<file path="src/rtl/imem_stream_loader.sv">
// imem_stream_loader
//
// Loads a program into the instruction memory from a framed byte stream and
// keeps the CPU in reset until the whole frame has arrived and its checksum
// has been verified.
//
// Frame: SYNC_BYTE, LEN_HI, LEN_LO (N words, big-endian), 4*N data bytes
// (each word MSB first), CSUM (XOR of all data bytes, 8'h00 when N == 0).
//
// Handshake: a byte moves only on a cycle where in_valid && in_ready are both
// high. in_ready depends only on the state, never on in_valid. Cycles with
// in_valid low change nothing.
//
// Ports
//   clk, rst      clock and synchronous active-high reset
//   in_data       stream byte
//   in_valid      in_data holds a byte this cycle
//   in_ready      loader accepts a byte this cycle (low once DONE or ERROR)
//   im_we         one-cycle write pulse per assembled word
//   im_addr       word index being written (0-based)
//   im_wdata      word being written
//   cpu_rst       CPU reset, released only after a good frame
//   done          frame loaded and checksum correct (held until rst)
//   err           frame rejected (held until rst)
//   words_loaded  number of writes issued for the current frame
//   dbg_state     current FSM state, for debug and checkers
module imem_stream_loader #(
    parameter int          ADDR_WIDTH = 10,
    parameter logic [7:0]  SYNC_BYTE  = 8'hA5
) (
    input  logic                  clk,
    input  logic                  rst,
    input  logic [7:0]            in_data,
    input  logic                  in_valid,
    output logic                  in_ready,
    output logic                  im_we,
    output logic [ADDR_WIDTH-1:0] im_addr,
    output logic [31:0]           im_wdata,
    output logic                  cpu_rst,
    output logic                  done,
    output logic                  err,
    output logic [15:0]           words_loaded,
    output logic [2:0]            dbg_state
);

    localparam int          DEPTH   = 1 << ADDR_WIDTH;
    localparam logic [16:0] DEPTH_W = 17'(DEPTH);

    typedef enum logic [2:0] {
        S_IDLE   = 3'd0,
        S_LEN_HI = 3'd1,
        S_LEN_LO = 3'd2,
        S_DATA   = 3'd3,
        S_CSUM   = 3'd4,
        S_DONE   = 3'd5,
        S_ERROR  = 3'd6
    } state_e;

    state_e                state_q;
    logic [7:0]            len_hi_q;
    logic [15:0]           len_q;
    logic [1:0]            byte_cnt_q;
    logic [23:0]           word_q;      // first three bytes of the word in flight
    logic [7:0]            csum_q;
    logic                  im_we_q;
    logic [ADDR_WIDTH-1:0] im_addr_q;
    logic [31:0]           im_wdata_q;
    logic [15:0]           words_loaded_q;
    logic                  done_q;
    logic                  err_q;
    logic                  cpu_rst_q;

    logic                  accept;
    logic [15:0]           len_d;
    logic [31:0]           word_d;
    logic [7:0]            csum_d;

    always_comb begin
        in_ready = (state_q != S_DONE) && (state_q != S_ERROR);
        accept   = in_valid && in_ready;
        len_d    = {len_hi_q, in_data};
        word_d   = {word_q, in_data};
        csum_d   = csum_q ^ in_data;
    end

    always_ff @(posedge clk) begin
        if (rst) begin
            state_q        <= S_IDLE;
            len_hi_q       <= 8'd0;
            len_q          <= 16'd0;
            byte_cnt_q     <= 2'd0;
            word_q         <= 24'd0;
            csum_q         <= 8'd0;
            im_we_q        <= 1'b0;
            im_addr_q      <= '0;
            im_wdata_q     <= 32'd0;
            words_loaded_q <= 16'd0;
            done_q         <= 1'b0;
            err_q          <= 1'b0;
            cpu_rst_q      <= 1'b1;
        end else begin
            // Write strobe is a single-cycle pulse unless re-armed below.
            im_we_q <= 1'b0;
            if (accept) begin
                case (state_q)
                    S_IDLE: begin
                        if (in_data == SYNC_BYTE) begin
                            state_q        <= S_LEN_HI;
                            csum_q         <= 8'd0;
                            words_loaded_q <= 16'd0;
                            byte_cnt_q     <= 2'd0;
                        end
                    end
                    S_LEN_HI: begin
                        len_hi_q <= in_data;
                        state_q  <= S_LEN_LO;
                    end
                    S_LEN_LO: begin
                        len_q <= len_d;
                        if ({1'b0, len_d} > DEPTH_W) begin
                            state_q <= S_ERROR;
                            err_q   <= 1'b1;
                        end else if (len_d == 16'd0) begin
                            state_q <= S_CSUM;
                        end else begin
                            state_q <= S_DATA;
                        end
                    end
                    S_DATA: begin
                        csum_q     <= csum_d;
                        word_q     <= word_d[23:0];
                        byte_cnt_q <= byte_cnt_q + 2'd1;
                        if (byte_cnt_q == 2'd3) begin
                            // words_loaded_q still holds the index of this word.
                            im_we_q        <= 1'b1;
                            im_addr_q      <= words_loaded_q[ADDR_WIDTH-1:0];
                            im_wdata_q     <= word_d;
                            words_loaded_q <= words_loaded_q + 16'd1;
                            if (words_loaded_q + 16'd1 == len_q) begin
                                state_q <= S_CSUM;
                            end
                        end
                    end
                    S_CSUM: begin
                        if (in_data == csum_q) begin
                            state_q   <= S_DONE;
                            done_q    <= 1'b1;
                            cpu_rst_q <= 1'b0;
                        end else begin
                            state_q <= S_ERROR;
                            err_q   <= 1'b1;
                        end
                    end
                    default: begin
                        // DONE / ERROR never accept (in_ready low).
                    end
                endcase
            end
        end
    end

    always_comb begin
        im_we        = im_we_q;
        im_addr      = im_addr_q;
        im_wdata     = im_wdata_q;
        cpu_rst      = cpu_rst_q;
        done         = done_q;
        err          = err_q;
        words_loaded = words_loaded_q;
        dbg_state    = state_q;
    end

endmodule
</file>
<file path="config.mk">
export PLATFORM = sky130hd
export DESIGN_NAME = imem_stream_loader
export DESIGN_NICKNAME = d
export VERILOG_FILES = /design/src/rtl/imem_stream_loader.sv
export SDC_FILE = /design/constraint.sdc
export NUM_CORES = 1
export LEC_CHECK = 0
export ABC_AREA = 1
export CORE_MARGIN = 1
export CORE_UTILIZATION = 50
export DETAILED_ROUTE_END_ITERATION = 12
export PLACE_DENSITY = 0.74
export SYNTH_ARGS = -nofsm -noshare
export SYNTH_HDL_FRONTEND = slang
export SYNTH_SLANG_ARGS = --single-unit
</file>
<file path="constraint.sdc">
create_clock -name clk -period 2.6 [get_ports clk]
set_input_delay 0.78 -clock clk [delete_from_list [all_inputs] [get_ports clk]]
set_output_delay 0.78 -clock clk [all_outputs]
set_load 0.005 [all_outputs]
</file>
==> results of run 1 <==
==> logic make-up (layout without fill, tap and decap cells) <==
family	after synthesis	in the layout
AND/OR/NAND/NOR	351	351
AO/OA/AOI/OAI	161	161
flip-flops	123	123
buffers and inverters	85	182
XOR/XNOR	13	13
adder cells (fa/ha/maj)	2	2
==> routing by layer <==
layer	global-route usage, %	share of wire, %	vias up
li1	-	-	2571
met1	32.4	44	2341
met2	43.9	49	177
met3	5.05	5.4	20
met4	10.5	1.7	0
met5	0	0	-
==> metrics by stage <==
step           power (uW)  instances  cell area (um^2)  worst slack (ns)  hold WS [ns]
5_1_grt              5340        968              6900           0.00713         0.477
3_3_place_gp         2840        936              6310            0.0985         0.434
3_5_place_dp         2850        936              6310            0.0357         0.450
4_1_cts              5140        968              6890           0.00848         0.460
6_report             5130        968              6900            0.0892         0.450
2_1_floorplan        2580        735              5310             0.591         0.437
==> layout make-up <==
type,instances,area share (%)
repair buffers,100,14.3
clock buffers,18,6.06
well taps,136,2.47
inverters,50,2.72
flip-flops and latches,123,35.8
multi-input cells,527,36.3
clock inverters,14,2.34
==> critical path, stage by stage (launching register included) <==
cell	delay, ns
dfxtp_4	0.40
inv_1	0.11
nor2_4	0.19
nand2_1	0.07
clkdlybuf4s50_1	0.44
==> state kept, by name (all words and copies together) (netlist names) <==
register,cells
dbg_state,3
im_addr,10
word_q,24
im_wdata,32
len_q,16
done,1
byte_cnt_q,2
words_loaded,16
err,1
len_hi_q,8
cpu_rst,1
im_we,1
csum_q,8
==> cells in the mapped netlist, types with 2 or more instances <==
library cell | count | share of area (%)
o21ai_1 | 2 | 0.19
nor2_1 | 77 | 5.4
ha_1 | 2 | 0.47
buf_2 | 13 | 1.2
clkbuf_1 | 20 | 1.4
xnor2_1 | 2 | 0.33
a21oi_1 | 98 | 9.2
nor4_1 | 3 | 0.35
o21ai_0 | 54 | 5.1
nand2_2 | 5 | 0.59
nor2_2 | 3 | 0.35
nand4_1 | 10 | 1.2
nand3_1 | 46 | 4.3
nor2_4 | 5 | 1.1
xor2_1 | 10 | 1.6
dfxtp_1 | 123 | 46
nor3_1 | 2 | 0.19
inv_1 | 49 | 3.5
nand2_1 | 195 | 14
==> power by group <==
part / internal [uW] / leakage, uW / switching, uW
registers: 1990 / 0.000993 / 86.6
logic: 305 / 0.00139 / 471
clock network: 1380 / 0.000273 / 904
total: 3670 / 0.00265 / 1460
==> path summary, 6_finish.rpt <==
check / to / cells past startpoint
setup / recovery: in_ready / 4
hold / removal: done$_SDFFE_PP0P_ / 2
setup reg to reg: dbg_state[1]$_SDFFE_PP0P_ / 14
hold reg to reg: done$_SDFFE_PP0P_ / 2
==> impl_metrics.yaml, run 1 <==
drt:
  dr.pass1.iters: 5
  wl_mm: 13.6
  drt_iter0_drc: 349
  drc: 0
  post_drt_wl_per_cell_um: 14.1
  routed-via-count: 5109
  ant_nets: 0
  vias_per_cell: 5.28
synth:
  ys_types: 35
  synth_xor_area_share_pct: 2.40
  synth_seq_area_share_pct: 46.4
  netlist_instances: 735
  synthFlopType: "dfxtp_1"
  avgSynthCellArea_um2: 7.22
  syn-num-nets: 748
  synth_edf_count: 0
  ys_ff_latch: 123
  async_flop_share_pct: 0
  synth_fa_ha_area_share_pct: 0.471
  yosys.area_share.simple_pct: 28.5
  synth_mux_area_share_pct: 0
  synth_top_family_by_area: "simple AND/OR/NAND/NOR gates"
  yosys_warnings: 0
  netlist_area_mm2: 0.00531
  synth-compound-area-share_pct: 15.7
min_path:
  hold_class: "register to register"
  min_from: "done$_SDFFE_PP0P_"
timing:
  fmax_mhz: 398
  finalCriticalPeriod_ns: 2.51
  period_share_pct: 96.6
  rsz0062_at_grt: "false"
  fin_skew_ns: 0.0103
  setup_viol: 0
  hold_viol_final: 0
  tns_ns: 0
  maxSlewViolCount: 0
  tightestPinTransition_ns: 0.742
  slew_headroom_pct: 50.4
global_routing:
  grt_pass1_vias: 4905
  grt_overflow_total: 0
  grt_max_degree: 70
  antenna_found_initial: 0
  grt_pass1_wl_mm: 23.0
  grt.total_usage_pct: 26.0
clocking:
  postCtsSetupBuffers: 0
  cts_root_buffer: "clkbuf_8"
  cts.sinks: 123
  cts_resized: 1
  htreeDepth: 4
  clk_latency_ns: 0.51
  clk_pin_slew_worst_paths_ns: 0.06
  max-clock-path-buffers: 2
  cts_buffers: 17
  cts_hold_buf: 0
  cts_tree: "yes"
setup_path:
  regToRegSetupSlack_ns: 0.25
  crit_arrival_ns: 1.73
  required_ns: 1.82
  start_kind: "register"
  crit_start: "dbg_state[2]$_SDFFE_PP0P_"
  critPathKind: "register to output port"
  crit_path_end_kind: "output port"
  r2r_start: "words_loaded[0]$_SDFFE_PP0P_"
  worstPathMaxFanout: 8
power:
  ir_worst_vdd_mv: 0.351
  p_per_area_mw_per_mm2: 745
  p_leak_uw: 0.00265
finish:
  postLayoutCoreUtil_pct: 66.8
  layout_common_cells: "nand2_1 (194), dfxtp_1 (121), a21oi_1 (98)"
  area_delta_synth_final_pct: 29.9
  nets: 832
  fillers: 863
  multi_input_area_mm2: 0.00250
  regArea_mm2: 0.00247
  layout_commonest_cell: "nand2_1"
  antennaDiodeCount: 0
  drive_gt1_share_pct: 9.62
floorplanning:
  dieArea_mm2: 0.0110
  num_io_pins: 77
  fp.dieH_um: 105
  coreArea_mm2: 0.0103
  initial_core_util_pct: 51.4
  fp.dieW_um: 105
  fp-row-count: 37
place:
  dpl.hpwl_mm: 9.15
  portBuffers: 76
  gp_congestion: 0.854
job:
  maxCapViolCount: 0
status:
  status: "completed"
Power figures use the tool's default switching activity.
==> inputs of run 2 (changes only) <==
==> constraint.sdc (replaced) <==
create_clock -name clk -period 2.6 [get_ports clk]
set_input_delay 0.39 -clock clk [delete_from_list [all_inputs] [get_ports clk]]
set_output_delay 0.39 -clock clk [all_outputs]
set_load 0.005 [all_outputs]
==> run 2 against run 1 <==
Net effect:
- clock power hardly changed
- largest power group unchanged
- combinational power is 5.2% lower
- utilization is 1.3 points lower
- critical endpoint unchanged
- critical path type unchanged
==> impl_metrics.yaml, run 2 (synthesized netlist as in run 1, its figures left out) <==
status:
  status: "completed"
finish:
  fillers: 871
  multi_input_area_mm2: 0.00250
  layout_commonest_cell: "nand2_1"
  final_cells: 957
  drive_gt1_share_pct: 8.04
  nets: 821
  antennaDiodeCount: 0
  layout_common_cells: "nand2_1 (195), dfxtp_1 (123), a21oi_1 (98)"
  largest_reg_flops: 32
  area_delta_synth_final_pct: 27.4
  regArea_mm2: 0.00246
floorplanning:
  fp.dieW_um: 105
  dieArea_mm2: 0.0110
  coreArea_mm2: 0.0103
  num_io_pins: 77
  initial_core_util_pct: 51.4
  fp-row-count: 37
  fp.dieH_um: 105
power:
  p_sw_uw: 1450
  power.clock.fraction_pct: 45.0
  combPwrFrac_pct: 14.5
  power_frac_seq_pct: 40.6
  p_int_uw: 3630
  swShare_pct: 28.6
  ir_worst_vdd_mv: 0.473
  p_leak_uw: 0.00258
  p_per_area_mw_per_mm2: 752
clocking:
  clk_pin_slew_worst_paths_ns: 0.06
  cts_tree: "yes"
  postCtsSetupBuffers: 0
  max-clock-path-buffers: 2
  cts_root_buffer: "clkbuf_8"
  htreeDepth: 4
  cts.sinks: 123
  cts_hold_buf: 0
  cts_resized: 0
  cts_buffers: 17
  clk_latency_ns: 0.51
timing:
  fin_skew_ns: 0.00782
  setup_viol: 0
  rsz0062_at_grt: "false"
  hold_viol_final: 0
  tns_ns: 0
  period_share_pct: 89.3
  maxSlewViolCount: 0
  slew_headroom_pct: 50.5
  tightestPinTransition_ns: 0.742
  fmax_mhz: 431
  finalCriticalPeriod_ns: 2.32
setup_path:
  crit_arrival_ns: 1.93
  crit_path_end_kind: "output port"
  required_ns: 2.21
  start_kind: "register"
  worstPathMaxFanout: 8
  crit_path_max_incr_delay_ns: 0.51
  path_cells: "inv_1 > nor2_4 > nand2_1 > clkdlybuf4s50_1"
  cp_slowest_cell: "dfxtp_1"
  critPathKind: "register to output port"
global_routing:
  grt_overflow_total: 0
  antenna_found_initial: 0
  grt_pass1_wl_mm: 23.5
  grt_max_degree: 70
  grt.total_usage_pct: 26.6
  grt_pass1_vias: 4878
place:
  dp.cells: 925
  dpl.hpwl_mm: 9.31
  gp_congestion: 0.862
  portBuffers: 76
drt:
  dr.pass1.iters: 5
  vias_per_cell: 5.40
  drt_iter0_drc: 316
  post_drt_wl_per_cell_um: 14.5
  routed-via-count: 5170
  ant_nets: 0
  drc: 0
  wl_mm: 13.8
job:
  maxCapViolCount: 0
min_path:
  hold_class: "register to register"
run 2: cell count changes in the layout (fill, tap and decap cells not counted), moves of 2 or more:
cell	previous run	this run
buf_4	20	12
buf_12	4	1
clkinv_4	5	2
clkinv_2	0	2
dfxtp_1	121	123
inv_6	4	6
run 2: metrics by stage:
stage / total power [uW] / setup slack [ns] / hold WS, ns / util [%] / instance area (um^2)
2_1_floorplan: 2580 / 0.796 / 0.437 / - / 5310
3_3_place_gp: 2800 / 0.339 / 0.432 / 59.9 / 6190
3_5_place_dp: 2820 / 0.277 / 0.449 / 59.9 / 6190
4_1_cts: 5100 / 0.252 / 0.459 / 65.5 / 6760
5_1_grt: 5300 / 0.112 / 0.475 / 65.5 / 6760
6_report: 5080 / 0.277 / 0.456 / 65.5 / 6760
run 2: per-layer routing:
| layer | wire [um] | global-route usage (%) | vias to the layer above |
|---|---|---|---|
| met2 | 6530 | 42.7 | 221 |
| li1 | - | - | 2567 |
| met3 | 908 | 6.11 | 22 |
| met5 | 0 | 0 | - |
| met4 | 216 | 9.76 | 0 |
| met1 | 6190 | 35.0 | 2360 |
run 2: worst max-delay path, delay by kind of cell, from the launching register on:
| kind | cells | cell delay (ns) |
|---|---|---|
| buffers and inverters | 2 | 0.63 |
| DFF | 1 | 0.51 |
| and+or+nand+nor | 2 | 0.28 |
run 2: power groups by stage:
stage | Sequential (uW) | Combinational (uW) | Clock [uW]
3_5_place_dp | 2100 | 719 | 0
4_1_cts | 2060 | 727 | 2310
3_3_place_gp | 2100 | 701 | 0
5_1_grt | 2080 | 815 | 2410
6_report | 2060 | 736 | 2280
2_1_floorplan | 2080 | 494 | 0
run 2: area by class of cell:
type	count	share of cell area [%]
Clock inverter	15	2.41
Inverter	50	2.78
Multi-Input combinational cell	527	37.0
Sequential cell	123	36.4
Timing Repair Buffer	89	12.8
Clock buffer	17	6.12
Tap cell	136	2.52
run 2: final timing paths:
path,start,endpoint,slack [ns],depth (start not counted)
setup / recovery,dbg_state[2]$_SDFFE_PP0P_,in_ready,0.28,4
setup reg to reg,words_loaded[0]$_SDFFE_PP0P_,dbg_state[0]$_SDFFE_PP0P_,0.43,15
hold / removal,cpu_rst$_SDFFE_PP1P_,cpu_rst$_SDFFE_PP1P_,0.46,2
hold reg to reg,cpu_rst$_SDFFE_PP1P_,cpu_rst$_SDFFE_PP1P_,0.46,2
==> inputs of run 3 (changes only) <==
--- a/config.mk
+++ b/config.mk
@@ -10,6 +10,8 @@
 export CORE_UTILIZATION = 50
 export DETAILED_ROUTE_END_ITERATION = 12
 export PLACE_DENSITY = 0.74
+export REMOVE_ABC_BUFFERS = 1
+export SLEW_MARGIN = 5
 export SYNTH_ARGS = -nofsm -noshare
 export SYNTH_HDL_FRONTEND = slang
 export SYNTH_SLANG_ARGS = --single-unit
==> run 3 against run 2 <==
Net effect:
- power up 2.4%
- largest cell class unchanged
- setup slack worse by 0.0055 ns
- design area rose by 0.41%
- largest power group unchanged
- sequential power about the same
- critical path depth stayed put
- sequential cell count did not move
- global-route usage shrank 1.4 points
- worst hold slack worse by 0.016 ns
- fmax is 0.24% lower
- cell count rose by 0.21%
- non-clock buffer count increased by 2
==> impl_metrics.yaml, run 3 (synthesized netlist as in run 1, its figures left out) <==
timing:
  fin_ws_ns: 0.272
  maxSlewViolCount: 0
  hold_viol_final: 0
  setup_viol: 0
  period_share_pct: 89.5
  tightestPinTransition_ns: 0.780
  holdWs_ns: 0.440
  rsz0062_at_grt: "false"
  finalCriticalPeriod_ns: 2.33
  fin_skew_ns: 0.00917
  slew_headroom_pct: 48.0
  fmax_mhz: 430
  tns_ns: 0
power:
  p_per_area_mw_per_mm2: 767
  p_leak_uw: 0.00261
  power_frac_seq_pct: 39.6
  power.clock.fraction_pct: 46.3
  p_int_uw: 3730
  ir_worst_vdd_mv: 0.474
  combPwrFrac_pct: 14.1
  p_sw_uw: 1470
  finalPower_uw: 5210
  swShare_pct: 28.3
finish:
  layout_common_cells: "nand2_1 (195), dfxtp_1 (123), a21oi_1 (98)"
  nets: 823
  drive_gt1_share_pct: 8.26
  largest_reg_flops: 32
  area_delta_synth_final_pct: 27.9
  postLayoutCoreUtil_pct: 65.8
  antennaDiodeCount: 0
  layout_commonest_cell: "nand2_1"
  fillers: 895
clocking:
  cts_root_buffer: "clkbuf_8"
  cts_resized: 0
  cts.sinks: 123
  cts_hold_buf: 0
  clk_pin_slew_worst_paths_ns: 0.06
  clk_latency_ns: 0.51
  postCtsSetupBuffers: 0
  htreeDepth: 4
  cts_tree: "yes"
  max-clock-path-buffers: 2
  cts_buffers: 17
drt:
  drt-met1-wl_mm: 5.94
  routed-via-count: 5167
  wl_met2_mm: 6.86
  vias_per_cell: 5.39
  drc: 0
  ant_nets: 0
  post_drt_wl_per_cell_um: 14.2
  top_layer_used: "met4"
  wl_mm: 13.6
  drt_iter0_drc: 297
  dr.pass1.iters: 4
  wl_met3_um: 595
floorplanning:
  fp.dieH_um: 105
  fp-row-count: 37
  dieArea_mm2: 0.0110
  num_io_pins: 77
  coreArea_mm2: 0.0103
  fp.dieW_um: 105
  initial_core_util_pct: 51.4
global_routing:
  grt_max_degree: 70
  antenna_found_initial: 0
  grt_overflow_total: 0
  grt.total_usage_pct: 25.3
  grt_pass1_vias: 4914
  grt_pass1_wl_mm: 22.5
min_path:
  hold_class: "input port to register"
job:
  maxCapViolCount: 0
place:
  portBuffers: 76
  gp_congestion: 0.831
  dp_slack_ns: 0.246
  dpl.hpwl_mm: 8.80
setup_path:
  worstPathMaxFanout: 8
  start_kind: "register"
  required_ns: 2.21
  critPathKind: "register to output port"
  crit_path_end_kind: "output port"
  crit_arrival_ns: 1.94
status:
  status: "completed"
## run 3: changes by cell type in the layout (fill, tap and decap cells not counted), sizes merged
cell,change
inv,+1
buf,+2
clkinv,-1
bufinv,+1
clkinvlp,-1
## run 3: power groups by stage
stage	registers (uW)	logic, uW	clock network (uW)
2_1_floorplan	2080	458	0
4_1_cts	2060	730	2430
5_1_grt	2070	825	2520
6_report	2060	733	2410
3_3_place_gp	2100	709	0
3_5_place_dp	2100	723	0
## run 3: metrics by stage
step,instance area [um^2],cells
2_1_floorplan,5150,700
3_3_place_gp,6190,927
3_5_place_dp,6190,927
4_1_cts,6790,959
5_1_grt,6790,959
6_report,6790,959
## run 3: worst max-delay path, cell delays in order (launching register included)
cell	delay, ns
dfxtp_1	0.52
inv_1	0.17
nor2_4	0.21
nand2_1	0.08
clkdlybuf4s50_1	0.45
## run 3: final cells by class
cell class              count  area, um^2  share of cell area, %
clock buffers              17         414                   6.10
clock inverters            15         188                   2.76
inverters                  50         188                   2.76
multi-input cells         527        2500                   36.8
flip-flops and latches    123        2460                   36.3
well taps                 136         170                   2.51
repair buffers             91         868                   12.8
## run 3: worst paths after layout
path | from | to | slack [ns] | cells past startpoint
setup / recovery | dbg_state[2]$_SDFFE_PP0P_ | in_ready | 0.27 | 4
hold / removal | rst | cpu_rst$_SDFFE_PP1P_ | 0.44 | 4
setup reg to reg | words_loaded[0]$_SDFFE_PP0P_ | dbg_state[1]$_SDFFE_PP0P_ | 0.40 | 14
hold reg to reg | done$_SDFFE_PP0P_ | done$_SDFFE_PP0P_ | 0.45 | 2
## run 3: layer usage
layer	up-vias	track usage, %
li1	2549	-
met1	2440	30.2
met2	155	44.4
met3	23	4.80
met4	0	10.2
met5	-	0
